$ cat config.mk
export PLATFORM = sky130hd
export DESIGN_NAME = lcd_hd44780_ctrl
export DESIGN_NICKNAME = d
export VERILOG_FILES = /design/src/rtl/lcd_pkg.sv /design/src/rtl/lcd_init_rom.sv /design/src/rtl/lcd_hd44780_ctrl.sv
export SDC_FILE = /design/constraint.sdc
export NUM_CORES = 1
export LEC_CHECK = 0
export CORE_MARGIN = 8
export CORE_UTILIZATION = 55
export DETAILED_ROUTE_END_ITERATION = 10
export DONT_BUFFER_PORTS = 1
export PLACE_DENSITY = 0.75
export REMOVE_ABC_BUFFERS = 1
export SETUP_SLACK_MARGIN = 0.3
export SYNTH_ARGS = -nofsm -noshare
export SYNTH_HDL_FRONTEND = slang
export SYNTH_SLANG_ARGS = --single-unit
$ cat constraint.sdc
create_clock -name clk -period 2.89 [get_ports clk]
set_input_delay 0.289 -clock clk [delete_from_list [all_inputs] [get_ports clk]]
set_output_delay 0.289 -clock clk [all_outputs]
set_load 0.02 [all_outputs]
$ cat src/rtl/lcd_pkg.sv
// Shared types and constants for the HD44780 write-only LCD driver.
// Used by lcd_hd44780_ctrl (optional cursor tracking: LCD_AUTO_WRAP_EN) and lcd_init_rom.
package lcd_pkg;

    // Controller FSM states
    typedef enum logic [2:0] {
        ST_PWRUP,
        ST_INIT_SETUP,
        ST_INIT_PULSE,
        ST_INIT_WAIT,
        ST_IDLE,
        ST_SETUP,
        ST_PULSE,
        ST_WAIT
    } lcd_state_t;

    // Execution-wait class of a transferred byte
    typedef enum logic [1:0] {
        WC_CMD,
        WC_CLR,
        WC_INIT
    } lcd_wclass_t;

    localparam logic [7:0] LCD_CMD_CLEAR   = 8'h01;
    localparam logic [7:0] LCD_CMD_HOME    = 8'h02;
    localparam logic [7:0] LCD_CMD_LINE0   = 8'h80;
    localparam logic [7:0] LCD_CMD_LINE1   = 8'hC0;
    localparam logic [7:0] LCD_CMD_FUNCSET = 8'h38;
    localparam logic [7:0] LCD_CMD_DISPON  = 8'h0C;
    localparam logic [7:0] LCD_CMD_ENTRY   = 8'h06;

    localparam int LCD_INIT_LEN = 6;

    // Clear (0x00/0x01) and home (0x02/0x03) need the long execution wait
    function automatic logic lcd_is_long(input logic rs, input logic [7:0] d);
        return !rs && (d[7:2] == 6'd0);
    endfunction

endpackage

$ cat src/rtl/lcd_init_rom.sv
// Power-up init sequence: index -> {byte, wait class}. Purely combinational.
module lcd_init_rom
    import lcd_pkg::*;
(
    input  logic [2:0]  i_idx,
    output logic [7:0]  o_byte,
    output lcd_wclass_t o_wclass
);

    // Sequence 0x38 x3, 0x0C, 0x01, 0x06; first entry waits longest, clear waits long
    always_comb begin
        o_byte   = LCD_CMD_FUNCSET;
        o_wclass = WC_CMD;
        case (i_idx)
            3'd0: o_wclass = WC_INIT;
            3'd3: o_byte   = LCD_CMD_DISPON;
            3'd4: begin
                o_byte   = LCD_CMD_CLEAR;
                o_wclass = WC_CLR;
            end
            3'd5: o_byte   = LCD_CMD_ENTRY;
            default: ;
        endcase
    end

endmodule

$ cat src/rtl/lcd_hd44780_ctrl.sv
// Timing-correct write-only HD44780 driver: power-up init, then one byte per
// valid/ready request with setup, E pulse and execution wait.
// Define LCD_AUTO_WRAP_EN to track the cursor and auto-issue line changes.
module lcd_hd44780_ctrl
    import lcd_pkg::*;
#(
    parameter int POWERUP_CYC   = 750000,
    parameter int INIT_WAIT_CYC = 205000,
    parameter int E_PULSE_CYC   = 25,
    parameter int CMD_WAIT_CYC  = 2500,
    parameter int CLR_WAIT_CYC  = 82000
) (
    input  logic       clk,
    input  logic       reset,
    input  logic       req_valid,
    output logic       req_ready,
    input  logic       req_rs,
    input  logic [7:0] req_data,
    output logic       init_done,
    output logic [7:0] lcd_data_bus,
    output logic       lcd_rs,
    output logic       lcd_rw,
    output logic       lcd_e
);

    localparam int M0   = (POWERUP_CYC > INIT_WAIT_CYC) ? POWERUP_CYC : INIT_WAIT_CYC;
    localparam int M1   = (M0 > E_PULSE_CYC) ? M0 : E_PULSE_CYC;
    localparam int M2   = (M1 > CMD_WAIT_CYC) ? M1 : CMD_WAIT_CYC;
    localparam int MAXC = (M2 > CLR_WAIT_CYC) ? M2 : CLR_WAIT_CYC;
    localparam int CW   = $clog2(MAXC + 1);

    lcd_state_t  r_state, w_nstate;
    logic [CW-1:0] r_cnt, w_load_val;
    logic        w_load, w_done, w_accept, w_wrap_go;
    logic [2:0]  r_idx, w_rom_idx;
    logic [7:0]  r_data, w_rom_byte, w_wrap_byte;
    logic        r_rs, r_e, r_ready, r_init_done;
    lcd_wclass_t r_wclass, w_rom_wc;

    function automatic logic [CW-1:0] wait_load(input lcd_wclass_t wc);
        case (wc)
            WC_INIT: return CW'(INIT_WAIT_CYC - 1);
            WC_CLR:  return CW'(CLR_WAIT_CYC - 1);
            default: return CW'(CMD_WAIT_CYC - 1);
        endcase
    endfunction

    assign w_done    = (r_cnt == '0);
    assign w_accept  = (r_state == ST_IDLE) && req_valid;
    assign w_rom_idx = (r_state == ST_PWRUP) ? 3'd0 : r_idx + 3'd1;

    lcd_init_rom u_rom (
        .i_idx    (w_rom_idx),
        .o_byte   (w_rom_byte),
        .o_wclass (w_rom_wc)
    );

`ifdef LCD_AUTO_WRAP_EN
    logic       r_line, r_wrap_pend;
    logic [3:0] r_col;

    assign w_wrap_go   = (r_state == ST_WAIT) && w_done && r_wrap_pend;
    assign w_wrap_byte = r_line ? LCD_CMD_LINE1 : LCD_CMD_LINE0;

    // Cursor tracking; line flips as the 16th char is accepted so the wrap byte is ready
    always_ff @(posedge clk or negedge reset) begin
        if (!reset) begin
            r_line      <= 1'b0;
            r_col       <= 4'd0;
            r_wrap_pend <= 1'b0;
        end else if (w_accept) begin
            if (req_rs) begin
                if (r_col == 4'd15) begin
                    r_col       <= 4'd0;
                    r_line      <= ~r_line;
                    r_wrap_pend <= 1'b1;
                end else begin
                    r_col <= r_col + 4'd1;
                end
            end else if (lcd_is_long(req_rs, req_data)) begin
                r_line <= 1'b0;
                r_col  <= 4'd0;
            end else if (req_data[7]) begin
                r_line <= req_data[6];
                r_col  <= req_data[3:0];
            end
        end else if (w_wrap_go) begin
            r_wrap_pend <= 1'b0;
        end
    end
`else
    assign w_wrap_go   = 1'b0;
    assign w_wrap_byte = 8'h00;
`endif

    // State register and the shared down-counter (loads on state entry, holds at 0)
    always_ff @(posedge clk or negedge reset) begin
        if (!reset) begin
            r_state <= ST_PWRUP;
            r_cnt   <= CW'(POWERUP_CYC - 1);
        end else begin
            r_state <= w_nstate;
            if (w_load)
                r_cnt <= w_load_val;
            else if (!w_done)
                r_cnt <= r_cnt - CW'(1);
        end
    end

    // Next-state and counter-load decode
    always_comb begin
        w_nstate   = r_state;
        w_load     = 1'b0;
        w_load_val = '0;
        case (r_state)
            ST_PWRUP: if (w_done) begin
                w_nstate = ST_INIT_SETUP;
                w_load   = 1'b1;
            end
            ST_INIT_SETUP: begin
                w_nstate   = ST_INIT_PULSE;
                w_load     = 1'b1;
                w_load_val = CW'(E_PULSE_CYC - 1);
            end
            ST_INIT_PULSE: if (w_done) begin
                w_nstate   = ST_INIT_WAIT;
                w_load     = 1'b1;
                w_load_val = wait_load(r_wclass);
            end
            ST_INIT_WAIT: if (w_done) begin
                w_load   = 1'b1;
                w_nstate = (r_idx == 3'(LCD_INIT_LEN - 1)) ? ST_IDLE : ST_INIT_SETUP;
            end
            ST_IDLE: if (req_valid) begin
                w_nstate = ST_SETUP;
                w_load   = 1'b1;
            end
            ST_SETUP: begin
                w_nstate   = ST_PULSE;
                w_load     = 1'b1;
                w_load_val = CW'(E_PULSE_CYC - 1);
            end
            ST_PULSE: if (w_done) begin
                w_nstate   = ST_WAIT;
                w_load     = 1'b1;
                w_load_val = wait_load(r_wclass);
            end
            ST_WAIT: if (w_done) begin
                w_load   = 1'b1;
                w_nstate = w_wrap_go ? ST_SETUP : ST_IDLE;
            end
            default: w_nstate = ST_PWRUP;
        endcase
    end

    // Registered LCD pins and handshake; bus/RS load only when a new byte starts
    always_ff @(posedge clk or negedge reset) begin
        if (!reset) begin
            r_e         <= 1'b0;
            r_ready     <= 1'b0;
            r_init_done <= 1'b0;
            r_idx       <= 3'd0;
            r_data      <= 8'h00;
            r_rs        <= 1'b0;
            r_wclass    <= WC_CMD;
        end else begin
            r_e     <= (w_nstate == ST_INIT_PULSE) || (w_nstate == ST_PULSE);
            r_ready <= (w_nstate == ST_IDLE);
            if (w_nstate == ST_IDLE)
                r_init_done <= 1'b1;
            if (w_nstate == ST_INIT_SETUP) begin
                r_idx    <= w_rom_idx;
                r_data   <= w_rom_byte;
                r_rs     <= 1'b0;
                r_wclass <= w_rom_wc;
            end else if (w_accept) begin
                r_data   <= req_data;
                r_rs     <= req_rs;
                r_wclass <= lcd_is_long(req_rs, req_data) ? WC_CLR : WC_CMD;
            end else if (w_wrap_go) begin
                r_data   <= w_wrap_byte;
                r_rs     <= 1'b0;
                r_wclass <= WC_CMD;
            end
        end
    end

    assign req_ready    = r_ready;
    assign init_done    = r_init_done;
    assign lcd_data_bus = r_data;
    assign lcd_rs       = r_rs;
    assign lcd_rw       = 1'b0;
    assign lcd_e        = r_e;

endmodule

# Word-level counts from Yosys, hierarchy flattened
# Cells that the tools add are included.
# word_totals
reg_bits	40
inputBits	12
out_inout_bits	13
elab_cells	67
# classes
addsub	2
eq_ne	18
mux	26
n_reduce_logical	12
# ops
cell	n
one-hot mux 18 bit (2 select lines)	2
two-way mux 20 bit	2
== test 3 bit, second input constant	9
two-way mux 3 bit	8
one-hot mux 3 bit (8 select lines)	1
zero test 20 bit	1
subtractor 20 x 1 -> 20 bit, second input constant	1
two-way mux 18 bit	1
one-hot mux 6 bit (3 select lines)	1
two-way mux 8 bit	2
== test 3 x 2 -> 1 bit, second input constant	4
== test 3 x 1 -> 1 bit, second input constant	2
zero test 3 bit	2
zero test 6 bit	1
two-way mux 1 bit	5
OR reduction 5 bit	1
two-way mux 2 bit	2
one-hot mux 2 bit (2 select lines)	1
OR reduction 2 bit	2
adder 3 x 1 -> 3 bit, second input constant	1
one-hot mux 1 bit (3 select lines)	1
== test 2 x 1 -> 1 bit, second input constant	1
== test 2 bit, second input constant	1
logical AND 1 bit	2
other kinds (4)	4

# Longest topological paths before layout
# depth
word_depth	6
ltp_mapped	9
mapped_depth_nobuf	7

# Modules after synthesis
# Synthesis repeated with hierarchy kept, for this count alone.
# unflattened
cells_unflattened	235
hier_area_um2	2337.2
# modules_own_cells
mod	n_inst	cells_each	area_each_um2	seq_area_each_um2
lcd_hd44780_ctrl	1	221	2247.2	1017.2
lcd_init_rom	1	14	90.1	0.0

# Worst setup path after synthesis
# No wires, ideal clock.
# synth_timing
path_type	register -> register
startpoint	register r_cnt[0]
endpoint	register r_idx[0]
setup_time_ns	0.076
arrival_ns	2.008
required_time_ns	2.814
setup_slack_ns	0.806
stages_incl_launch_ff	8
n_path_buf	0
period_less_slack_ns	2.084
cell_sequence	dfstp_2 -> inv_1 -> ha_1 -> nor3b_2 -> nand3_2 -> or4_4 -> or3_1 -> o21ai_1
# synth_between
elab_chain_len	4
word_cells_on_any_way	8
classes_between	1 x eq/ne; 6 x mux; 1 x reduce/logical
# synth_rtl
item	line	text
from (decl)	lcd_hd44780_ctrl.sv:33	logic [CW-1:0] r_cnt, w_load_val;
from (signal assigned)	lcd_hd44780_ctrl.sv:100	r_cnt <= CW'(POWERUP_CYC - 1);
from (signal assigned)	lcd_hd44780_ctrl.sv:104	r_cnt <= w_load_val;
from (signal assigned)	lcd_hd44780_ctrl.sv:106	r_cnt <= r_cnt - CW'(1);
zero test 20 bit *	lcd_hd44780_ctrl.sv:48	assign w_done = (r_cnt == '0);
two-way mux 3 bit, on equally long branches	n/a	
one-hot mux 3 bit (8 select lines) *	lcd_hd44780_ctrl.sv:115	case (r_state)
== test 3 x 1 -> 1 bit *	lcd_hd44780_ctrl.sv:171	if (w_nstate == ST_INIT_SETUP) begin
to (signal assigned)	lcd_hd44780_ctrl.sv:172	r_idx <= w_rom_idx;
to (decl)	lcd_hd44780_ctrl.sv:35	logic [2:0] r_idx, w_rom_idx;
# Every way passes the cells marked *; elsewhere a longest branch is shown, timed or not.
# A chain may end at the register's enable or synchronous reset.

# Final worst setup path
# layout_timing
startpoint	register r_cnt[0]
endpoint	register r_idx[1]
# The elaborated chain is that of the path after synthesis.

==> results.cfg <==
[worst_setup_path]
crit_path_start_kind = flop
crit_required_ns = 3.12
slowest_stage = or4_4
path_cells = inv_1, ha_1, nor3b_4, nand3_2, or4_4, or3_1, o21ai_1
slowest_delay_ns = 0.62
cp.arrival_ns = 2.63
critPathKind = flop to flop
path_buf_inv = 1
critical_path.top_delay_family = simple AND/OR/NAND/NOR gates
path_max_fanout = 13
end_kind = flop

[cts]
h-tree-depth = 2
cts_buffers = 5
clk_latency_ns = 0.29
cts_setup_buffers = 0
cts_tree = yes
clk_pin_slew_ns = 0.08
root_buffer = clkbuf_8
cts.sinks = 40
clock_path_buffers = 2

[sta]
setup_viol = 0
final.min_clock_period_ns = 2.40
tns_ns = 0
hold_viol = 0
worst_slew_pin_slew_ns = 0.840
maxSlewHeadroom_pct = 43.5
fin_ws_ns = 0.491
slew_viol_final = 0
finalClockSkew_ns = 0.0119
fin_crit_sh_pct = 83.0
rsz0062_at_grt = false
fmax_mhz = 417
hold_slack_ns = 0.139

[die]
die_y_microns = 81.5
die_x_microns = 81.5
fp-row-count = 24
die-area_sq_mm = 0.00663
core_area_sq_mm = 0.00423
io_pins = 25
initial_utilization_pct = 55.6

[cells_and_area]
final_core_util_pct = 60.3
nFillCells = 368
multi_input_area_sq_mm = 0.00125
final_net_count = 266
drive_gt1_share_pct = 15.3
num_antenna_cells = 0
ff_latch_area_sq_mm = 0.00102
synthToLayoutAreaGrowth_pct = 8.28

[synthesis]
syn_area_per_cell_sq_um = 9.54
ys_seq_elements = 40
synthCells = 247
synth-edff-count = 0
yosysTopAreaCellShare_pct = 28.7
synth_most_common_cell = dfrtp_1
ys_top_cells_by_count = 27 x dfrtp_1, 23 x nor2_1, 20 x a21oi_1, 13 x dfstp_2, 13 x o21ai_0
async_flop_share_pct = 100
synth.distinct_cells = 56
yosysSeqAreaShare_pct = 43.2
synth_ff_type = dfrtp_1
yosysWarnings = 0
synthTopCellsByArea = dfrtp_1 29%, dfstp_2 14%, a21oi_1 4.2%
synth_area_leader_cell = dfrtp_1
netlist_area_sq_mm = 0.00236

[run_status]
outcome = finished clean

[global_route]
grt_pass1_wl_microns = 8720
grt_overflow = 0
grt.total_usage_pct = 17.1
antenna_found_initial = 0
grt_pass1_vias = 1823
grt_start_max_net_pins = 41

[route]
num_vias = 1838
drc = 0
wl_per_cell_microns = 17.4
vias_per_cell = 6.11
first_pass_iters = 4
first_iter_violations = 143
wl_microns = 5240
ant_nets = 0

[power_and_ir_drop]
pwr_density_cell_mw_per_mm2 = 409
p_leak_nw = 1.03
max-vdd-ir-drop_mv = 0.302
total_power_mw = 1.04

[place]
hpwl_microns = 3830
gp_congestion = 0.910
port_buffers = 0
post-place-ws_ns = 0.456

[run]
max_cap_violations = 0

[worst_hold_path]
hold_class = primary input to flop
-- worst paths after layout --
kind                             start               to  slack [ns]  cells after the start
min reg2reg                   r_cnt[1]         r_cnt[1]        0.55                      2
min                        req_data[5]  lcd_data_bus[5]        0.14                      1
max in group asynchronous        reset        r_cnt[12]        2.16                      2
max                           r_cnt[0]         r_idx[1]        0.49                      7
max reg2reg                   r_cnt[0]         r_idx[1]        0.49                      7
min in group asynchronous        reset  lcd_data_bus[0]        0.47                      2
-- power breakdown --
| part | switching, mW | leakage [nW] | total, mW | internal [mW] |
|---|---|---|---|---|
| clock | 0.189 | 0.0588 | 0.467 | 0.278 |
| combinational | 0.0123 | 0.488 | 0.0168 | 0.00450 |
| sequential | 0 | 0.482 | 0.560 | 0.560 |
| total | 0.201 | 1.03 | 1.04 | 0.843 |
-- sequential cells by signal, summed over array words and instances, names as in the netlist --
name	count
r_cnt	20
lcd_data_bus	8
r_idx	3
r_state	3
r_wclass	2
init_done	1
lcd_e	1
lcd_rs	1
req_ready	1
-- metrics by stage --
stage	cell area, sq um	instances
after floorplan	2300	234
after global placement	2400	291
after detailed placement	2400	291
after CTS	2540	301
after global routing	2550	301
final	2550	301
-- cells in the final DEF (no fill, tap or decap), drive strengths merged, types with 8 or more instances in the layout --
cell	count
nor4	9
dfrtp	27
nand2	11
inv	10
o21ai	15
nor2	23
dfstp	13
xnor2	9
a21oi	20
nor3	8
-- logic make-up after synthesis --
group                    count (synthesis)  share of synthesized area, %
flip-flops                              40                          43.2
AND/OR/NAND/NOR                         90                          23.2
adder cells (fa/ha/maj)                  6                          3.19
XOR/XNOR                                14                          5.20
other                                    1                         0.159
multiplexers                             4                          1.70
AO/OA/AOI/OAI                           69                          19.2
buffers and inverters                   23                          4.14
-- cell type report --
| type | count | share of cell area (%) |
|---|---|---|
| clock buffers | 6 | 3.24 |
| flip-flops and latches | 40 | 39.9 |
| repair buffers | 7 | 2.65 |
| well taps | 52 | 2.55 |
| clock inverters | 2 | 1.32 |
| multi-input cells | 184 | 48.9 |
| inverters | 10 | 1.47 |
-- layer usage --
metal,vias up,track usage (%),wire (microns)
li1,902,-,-
met1,880,21.1,2330
met2,47,26.5,2460
met3,9,5.36,337
met4,0,8.04,110
met5,-,0,0
-- timing repair --
| item | in CTS | in global routing |
|---|---|---|
| hold buffers | 2 | 0 |
| endpoints found under the setup margin | 0 | 3 |
| endpoints found under the hold margin | 40 | 0 |
| resized for setup | 0 | 1 |
Power figures use the tool's default switching activity.
